[src/rtl/max7219_pkg.sv]
// Shared definitions for the MAX7219 display stage: register map, FSM states,
// init words and blank code.
package max7219_pkg;

  localparam logic [3:0] REG_DIGIT0    = 4'h1;
  localparam logic [3:0] REG_DIGIT1    = 4'h2;
  localparam logic [3:0] REG_DIGIT2    = 4'h3;
  localparam logic [3:0] REG_DIGIT3    = 4'h4;
  localparam logic [3:0] REG_DIGIT4    = 4'h5;
  localparam logic [3:0] REG_DIGIT5    = 4'h6;
  localparam logic [3:0] REG_DIGIT6    = 4'h7;
  localparam logic [3:0] REG_DIGIT7    = 4'h8;
  localparam logic [3:0] REG_DECODE    = 4'h9;
  localparam logic [3:0] REG_INTENSITY = 4'hA;
  localparam logic [3:0] REG_SCANLIM   = 4'hB;
  localparam logic [3:0] REG_SHUTDN    = 4'hC;
  localparam logic [3:0] REG_DISPTEST  = 4'hF;

  localparam logic [3:0] BLANK_CODE = 4'hF;

  typedef enum logic [2:0] {
    ST_PWRUP   = 3'd0,
    ST_INIT    = 3'd1,
    ST_IDLE    = 3'd2,
    ST_CONVERT = 3'd3,
    ST_SEND    = 3'd4
  } state_t;

  // Intensity entry carries 0 in its data field; init_word() patches it in.
  localparam logic [15:0] INIT_WORDS [6] = '{
    {4'h0, REG_DISPTEST,  8'h00},
    {4'h0, REG_SHUTDN,    8'h00},
    {4'h0, REG_SCANLIM,   8'h07},
    {4'h0, REG_DECODE,    8'hFF},
    {4'h0, REG_INTENSITY, 8'h00},
    {4'h0, REG_SHUTDN,    8'h01}
  };

  function automatic logic [15:0] init_word(input logic [2:0] idx, input logic [3:0] intensity);
    logic [15:0] w;
    case (idx)
      3'd0:    w = INIT_WORDS[0];
      3'd1:    w = INIT_WORDS[1];
      3'd2:    w = INIT_WORDS[2];
      3'd3:    w = INIT_WORDS[3];
      3'd4:    w = {INIT_WORDS[4][15:4], intensity};
      3'd5:    w = INIT_WORDS[5];
      default: w = 16'h0000;
    endcase
    return w;
  endfunction

  function automatic logic [3:0] digit_addr(input logic [2:0] idx);
    logic [3:0] a;
    case (idx)
      3'd0:    a = REG_DIGIT0;
      3'd1:    a = REG_DIGIT1;
      3'd2:    a = REG_DIGIT2;
      3'd3:    a = REG_DIGIT3;
      3'd4:    a = REG_DIGIT4;
      3'd5:    a = REG_DIGIT5;
      3'd6:    a = REG_DIGIT6;
      3'd7:    a = REG_DIGIT7;
      default: a = REG_DIGIT0;
    endcase
    return a;
  endfunction

endpackage

[src/rtl/max7219_display_bin2bcd.sv]
// Sequential double-dabble: 32-bit binary to 10 BCD digits, one bit per cycle.
// done rises on the cycle after the last iteration and holds until the next start.
module bin2bcd_seq (
  input  logic        clock,
  input  logic        reset,
  input  logic        start,
  input  logic [31:0] bin,
  output logic        done,
  output logic [39:0] bcd
);

  logic [31:0] bin_r;
  logic [39:0] acc_r;
  logic [5:0]  cnt_r;
  logic        done_r;
  logic [39:0] adj_s;

  // add-3 correction of every nibble that would overflow on the next shift
  always_comb begin
    adj_s = acc_r;
    for (int i = 0; i < 10; i++) begin
      if (acc_r[4*i +: 4] >= 4'd5) begin
        adj_s[4*i +: 4] = acc_r[4*i +: 4] + 4'd3;
      end else begin
        adj_s[4*i +: 4] = acc_r[4*i +: 4];
      end
    end
  end

  // load on start, then shift one binary bit into the accumulator per cycle
  always_ff @(posedge clock) begin
    if (reset) begin
      bin_r  <= 32'h0000_0000;
      acc_r  <= 40'h00_0000_0000;
      cnt_r  <= 6'd0;
      done_r <= 1'b0;
    end else if (start) begin
      bin_r  <= bin;
      acc_r  <= 40'h00_0000_0000;
      cnt_r  <= 6'd32;
      done_r <= 1'b0;
    end else if (cnt_r != 6'd0) begin
      acc_r  <= {adj_s[38:0], bin_r[31]};
      bin_r  <= {bin_r[30:0], 1'b0};
      cnt_r  <= cnt_r - 6'd1;
      done_r <= (cnt_r == 6'd1);
    end else begin
      done_r <= done_r;
    end
  end

  assign done = done_r;
  assign bcd  = acc_r;

endmodule

[src/rtl/max7219_display.sv]
// MAX7219 driver: power-up wait, init sequence, BCD refresh of eight digits on change.
// Optional leading-zero blanking with `define MAX7219_BLANK_EN.
module max7219_display
  import max7219_pkg::*;
#(
  parameter int         CLK_DIV      = 4,
  parameter logic [3:0] INTENSITY    = 4'h8,
  parameter int         PWRUP_CYCLES = 16
) (
  input  logic        clock,
  input  logic        reset,
  input  logic [31:0] data_in,
  output logic        max_din,
  output logic        max_clk,
  output logic        max_load,
  output logic        busy
);

  localparam int              DIV_W     = $clog2(CLK_DIV);
  localparam logic [DIV_W-1:0] DIV_LAST = DIV_W'(CLK_DIV - 1);
  localparam logic [15:0]      PWR_LAST = 16'(PWRUP_CYCLES - 1);
  localparam logic [5:0]       SLOT_GAP = 6'd33;

  state_t           state_r, state_s;
  logic [15:0]      pwr_r, pwr_s;
  logic [5:0]       slot_r, slot_s;
  logic [DIV_W-1:0] div_r, div_s;
  logic [2:0]       frm_r, frm_s;
  logic [2:0]       frm_last_s;
  logic [31:0]      shown_r;
  logic             conv_start_s;
  logic             bcd_done_s;
  logic [39:0]      bcd_s;
  logic             bcd_hi_unused_s;
  logic [7:0]       blank_s;
  logic [3:0]       digit_s;
  logic [7:0]       byte_s;
  logic [15:0]      word_s;
  logic             active_s;
  logic             din_r, clk_r, load_r, busy_r;

  bin2bcd_seq u_bcd (
    .clock (clock),
    .reset (reset),
    .start (conv_start_s),
    .bin   (data_in),
    .done  (bcd_done_s),
    .bcd   (bcd_s)
  );

  // digits 9 and 10 exist only because 2^32 needs them; they are never shown
  assign bcd_hi_unused_s = ^bcd_s[39:32];

`ifdef MAX7219_BLANK_EN
  // blank every zero above the highest non-zero digit; digit 1 always shows
  always_comb begin
    logic lead_s;
    lead_s  = 1'b1;
    blank_s = 8'h00;
    for (int i = 7; i >= 0; i--) begin
      lead_s     = lead_s && (bcd_s[4*i +: 4] == 4'h0);
      blank_s[i] = lead_s && (i != 0);
    end
  end
`else
  assign blank_s = 8'h00;
`endif

  // FSM next state plus serializer slot/divider/frame counters
  always_comb begin
    state_s      = state_r;
    pwr_s        = pwr_r;
    slot_s       = slot_r;
    div_s        = div_r;
    frm_s        = frm_r;
    conv_start_s = 1'b0;
    frm_last_s   = (state_r == ST_INIT) ? 3'd5 : 3'd7;
    case (state_r)
      ST_PWRUP: begin
        if (pwr_r == PWR_LAST) begin
          state_s = ST_INIT;
          slot_s  = 6'd0;
          div_s   = '0;
          frm_s   = 3'd0;
        end else begin
          pwr_s = pwr_r + 16'd1;
        end
      end
      ST_INIT, ST_SEND: begin
        if (div_r != DIV_LAST) begin
          div_s = div_r + 1'b1;
        end else if (slot_r != SLOT_GAP) begin
          div_s  = '0;
          slot_s = slot_r + 6'd1;
        end else if (frm_r != frm_last_s) begin
          div_s  = '0;
          slot_s = 6'd0;
          frm_s  = frm_r + 3'd1;
        end else begin
          div_s  = '0;
          slot_s = 6'd0;
          frm_s  = 3'd0;
          // after INIT, one forced refresh so the digits never keep power-on junk
          if (state_r == ST_INIT) begin
            state_s      = ST_CONVERT;
            conv_start_s = 1'b1;
          end else begin
            state_s = ST_IDLE;
          end
        end
      end
      ST_IDLE: begin
        if (data_in != shown_r) begin
          state_s      = ST_CONVERT;
          conv_start_s = 1'b1;
        end else begin
          state_s = ST_IDLE;
        end
      end
      ST_CONVERT: begin
        if (bcd_done_s) begin
          state_s = ST_SEND;
          slot_s  = 6'd0;
          div_s   = '0;
          frm_s   = 3'd0;
        end else begin
          state_s = ST_CONVERT;
        end
      end
      default: begin
        state_s = ST_PWRUP;
        pwr_s   = 16'd0;
      end
    endcase
  end

  // word for the frame that will be on the wire next cycle
  always_comb begin
    digit_s  = bcd_s[{1'b0, frm_s, 2'b00} +: 4];
    active_s = (state_s == ST_INIT) || (state_s == ST_SEND);
    if (blank_s[frm_s]) begin
      byte_s = {4'h0, BLANK_CODE};
    end else begin
      byte_s = {4'h0, digit_s};
    end
    case (state_s)
      ST_INIT: word_s = init_word(frm_s, INTENSITY);
      ST_SEND: word_s = {4'h0, digit_addr(frm_s), byte_s};
      default: word_s = 16'h0000;
    endcase
  end

  // state, counters and pin registers; pins are decoded from the next slot
  always_ff @(posedge clock) begin
    if (reset) begin
      state_r <= ST_PWRUP;
      pwr_r   <= 16'd0;
      slot_r  <= 6'd0;
      div_r   <= '0;
      frm_r   <= 3'd0;
      shown_r <= 32'h0000_0000;
      din_r   <= 1'b0;
      clk_r   <= 1'b0;
      load_r  <= 1'b1;
      busy_r  <= 1'b1;
    end else begin
      state_r <= state_s;
      pwr_r   <= pwr_s;
      slot_r  <= slot_s;
      div_r   <= div_s;
      frm_r   <= frm_s;
      if (conv_start_s) begin
        shown_r <= data_in;
      end else begin
        shown_r <= shown_r;
      end
      // slots 0..31 carry bits MSB first (even: clk low, odd: clk high)
      if (active_s && !slot_s[5]) begin
        din_r <= word_s[~slot_s[4:1]];
      end else begin
        din_r <= din_r;
      end
      clk_r  <= active_s && !slot_s[5] && slot_s[0];
      load_r <= !(active_s && (slot_s != SLOT_GAP));
      busy_r <= (state_s != ST_IDLE);
    end
  end

  assign max_din  = din_r;
  assign max_clk  = clk_r;
  assign max_load = load_r;
  assign busy     = busy_r;

endmodule

[config.mk]
export PLATFORM = sky130hd
export DESIGN_NAME = max7219_display
export DESIGN_NICKNAME = d
export VERILOG_FILES = /design/src/rtl/max7219_pkg.sv /design/src/rtl/max7219_display_bin2bcd.sv /design/src/rtl/max7219_display.sv
export SDC_FILE = /design/constraint.sdc
export NUM_CORES = 1
export LEC_CHECK = 0
export CAP_MARGIN = 25
export CORE_ASPECT_RATIO = 1.1
export CORE_MARGIN = 8
export CORE_UTILIZATION = 30
export DETAILED_ROUTE_END_ITERATION = 10
export GPL_ROUTABILITY_DRIVEN = 0
export PLACE_DENSITY = 0.47
export SLEW_MARGIN = 20
export SYNTH_ARGS = -nofsm -noshare
export SYNTH_HDL_FRONTEND = slang
export SYNTH_SLANG_ARGS = --single-unit
export TNS_END_PERCENT = 5
[constraint.sdc]
create_clock -name clock -period 5.4 [get_ports clock]
set_input_delay 1.08 -clock clock [delete_from_list [all_inputs] [get_ports clock]]
set_output_delay 1.08 -clock clock [all_outputs]
set_load 0.05 [all_outputs]
==> flow_metrics.tcl <==
set metrics [dict create \
    initialDrtViolationCount 299 \
    cp.buffers_inverters 1 \
    tritoncts "built" \
    synthCells 960 \
    wl_per_cell_um 14.76 \
    whs_endpoint "u_bcd.bcd[0]" \
    min_period_ns 3.890 \
    yosysUniqueCellTypes 66 \
    post-cts-setup-buffers 0 \
    path_clk_slew_ns 0.07 \
    layout-drive-gt1-share 0.06212 \
    h-tree-depth 4 \
    drc_errors 0 \
    area_growth_pct 16.26 \
    synth_edf_count 0 \
    arrival_ns 4.23 \
    crit_fanout 22 \
    fin_cells 1292 \
    cp-start-kind "flop" \
    worst_slew_pin_slew_ns 0.8434 \
    grt_max_degree 98 \
    p_leak_nw 2.938 \
    relSlewSlack 0.4370 \
    rrSetupSlack_ns 1.51 \
    r2r_cells 11 \
    finalCritPeriodShare 0.7203 \
    rsz0062_at_grt "false" \
    path_delay_family "compound AO/OA/AOI/OAI gates" \
    cts-buffers-inserted 17 \
    max_freq_mhz 257.1 \
    finalSetupViolations 0 \
    slew_violations 0 \
    cts_hold_buf 0 \
    hold_depth 2 \
    vias_per_cell 5.023 \
    start_util 0.3047 \
    synth_ff_type "dfxtp_1" \
    cp.required_ns 5.74 \
    die_y_um 181.4 \
    skew_ns 0.01945 \
    cts.path.max_buffers 2 \
    rows 60 \
    crit_path_top_delay_cell "dfxtp_1" \
    diodes 0 \
    die_area_um2 30160 \
    clockRootBuffer "clkbuf_16" \
    yosys_warnings 0 \
    powerDensity_nw_per_um2 361.4 \
    grt_pass1_vias 6061 \
    synth_area_um2 7457 \
    cts.sinks 137 \
    antenna_left 0 \
    placed_cells 1260 \
    clk_latency_ns 0.44 \
    hold_class "flop to flop" \
    nNetsFinal 1031 \
    syn_nets 1022 \
    routed_wl_um 19070 \
    top_level_ports 38 \
    core-area_um2 24470 \
    antenna_found_initial 0 \
    ys_seq_area_frac 0.3678 \
    grt_pass1_wl_um 31400 \
    drv_cap 0 \
    finalPower_mw 3.133 \
    peakVddDrop_mv 0.2481 \
    crit_chain "or3b_2 > nand2_1 > a21oi_1 > a31o_2 > inv_1 > ha_1 > or3_1 > a221oi_1 > a2111oi_0 > o221ai_1 > a221oi_2" \
    num_vias 6490 \
    grt.overflow.total 0 \
    syn_avg_cell_area_um2 7.768 \
    min_from "u_bcd.bin_r[31]" \
    async_flop_share 0 \
    timing.rr.end "max_din" \
    hold_viol_final 0 \
    cpPeakStageDelay_ns 0.86 \
    end_kind "flop" \
    numPortBuffers 37 \
    grt.total_usage 0.1268 \
    critical_path_class "flop to flop" \
    status "finished, final reports clean" \
    fp.dieW_um 166.3 \
    worstSetupStartpoint "state_r[2]" \
    cts-resized-gates 0 \
    finalSetupTns_ns 0 \
    dr.pass1.iters 4 \
    hpwlAfterDp_um 12860 \
    r2r-start "state_r[2]" \
    synth_seq_cells 137 \
]
-- registers in the layout, summed over array words and instances (netlist names), 2 cells and up --
register	cells
u_bcd.cnt_r	6
state_r	3
div_r	2
shown_r	32
pwr_r	16
u_bcd.bin_r	32
slot_r	6
frm_r	3
u_bcd.bcd	32
-- final cells by class --
cell class	count	area, um2
timing repair buffer	42	415.4
fill	2630	15800
clock buffer	17	425.4
sequential	137	2743
clock inverter	15	191.4
tap	310	387.9
multi-input combinational	734	4368
inverter	37	138.9
-- stage by stage --
stage          hold slack, ns  instance area, um2  worst slack, ns    util
2_1_floorplan          0.4366                7457            2.214       -
5_1_grt                0.4927                8670            1.211  0.3542
3_3_place_gp           0.4713                8053            1.360  0.3290
3_5_place_dp           0.4730                8053            1.357  0.3290
6_report               0.4777                8670            1.510  0.3542
4_1_cts                0.4795                8670            1.619  0.3542
-- metal layers --
metal | vias up | wire, um | track usage
met5 | - | 0 | 0
met4 | 0 | 360 | 0.04580
met3 | 30 | 561 | 0.02965
met2 | 102 | 8830 | 0.2035
met1 | 3011 | 9316 | 0.1635
li1 | 3347 | - | -
-- cells in the final DEF, fill, tap and decap left out, types with 3 or more instances in the layout --
cell type and n:
buf_4 4, a31oi_1 3, or2_2 3, nand3b_1 3
clkdlybuf4s50_1 36, clkinv_8 6, a2111oi_0 3, nand4_1 12
clkbuf_16 17, or3_1 7, nor3b_1 6, o22ai_1 5
a31o_2 3, ha_1 28, a21oi_2 3, nor4_1 4
nor3_1 17, and4_1 3, nand3_1 25, a211oi_1 12
nand2b_1 16, nand2_1 92, o21a_1 4, nor2b_1 3
xnor2_1 47, nor2_1 165, mux2i_1 36, a21o_1 4
inv_1 36, o31ai_1 4, a21oi_1 144, inv_8 6
xor2_1 6, a311oi_1 7, o21ai_0 25, dfxtp_1 137
-- worst max path at each step --
stage	to	slack, ns	depth (start not counted)
5_1_grt	max_din	1.21	12
3_5_place_dp	u_bcd.bcd[4]	1.36	8
6_report	max_din	1.51	11
4_1_cts	max_din	1.62	12
3_3_place_gp	u_bcd.bcd[16]	1.36	8
2_1_floorplan	max_din	2.21	14
-- cell families (layout without fill, tap and decap cells) --
kind of cell,Yosys count,after routing,share of synthesized area
buf+inv,89,111,0.04849
mux,38,38,0.05285
flops,137,137,0.3678
simple gates,370,370,0.2232
xor+xnor,53,53,0.06225
compound gates,245,245,0.1985
fa+ha+maj,28,28,0.04698
-- worst register-to-register path: stages (launching register included) --
cell,delay (ns)
dfxtp_1,0.86
or3b_2,0.56
nand2_1,0.25
a21oi_1,0.10
a31o_2,0.33
inv_1,0.27
ha_1,0.32
or3_1,0.16
a221oi_1,0.08
a2111oi_0,0.41
o221ai_1,0.22
a221oi_2,0.25
-- Yosys cell counts (all sizes together) (3+ instances only) --
| cell type | number | share of area |
|---|---|---|
| xor2 | 6 | 0.0070 |
| clkbuf | 31 | 0.016 |
| a221oi | 3 | 0.0044 |
| buf | 21 | 0.014 |
| a2111oi | 5 | 0.0062 |
| or2 | 3 | 0.0025 |
| nor2 | 166 | 0.084 |
| a21oi | 148 | 0.10 |
| nor2b | 3 | 0.0025 |
| a21o | 4 | 0.0040 |
| and4 | 3 | 0.0035 |
| o31ai | 6 | 0.0086 |
| or3 | 7 | 0.0059 |
| a211oi | 12 | 0.012 |
| ha | 28 | 0.047 |
| a31oi | 3 | 0.0025 |
| nand3 | 25 | 0.017 |
| nor3b | 6 | 0.0060 |
| o21ai | 28 | 0.019 |
| inv | 37 | 0.019 |
| nor4 | 4 | 0.0034 |
| a311oi | 7 | 0.0082 |
| nand3b | 3 | 0.0030 |
| mux2i | 36 | 0.048 |
| nand2 | 93 | 0.047 |
| xnor2 | 47 | 0.055 |
| a31o | 3 | 0.0035 |
| o21a | 4 | 0.0040 |
| nand4 | 12 | 0.010 |
| nand2b | 16 | 0.013 |
| o22ai | 5 | 0.0042 |
| dfxtp | 137 | 0.37 |
| nor3 | 17 | 0.011 |
-- report_power, final --
| part | total [mW] | switching (mW) | internal, mW | leakage, nW |
|---|---|---|---|---|
| logic | 0.772 | 0.529 | 0.243 | 1.53 |
| clock network | 1.20 | 0.566 | 0.632 | 0.300 |
| registers | 1.16 | 0.0816 | 1.08 | 1.11 |
| total | 3.13 | 1.18 | 1.96 | 2.94 |
No activity file was read; power rests on OpenSTA's default activity.
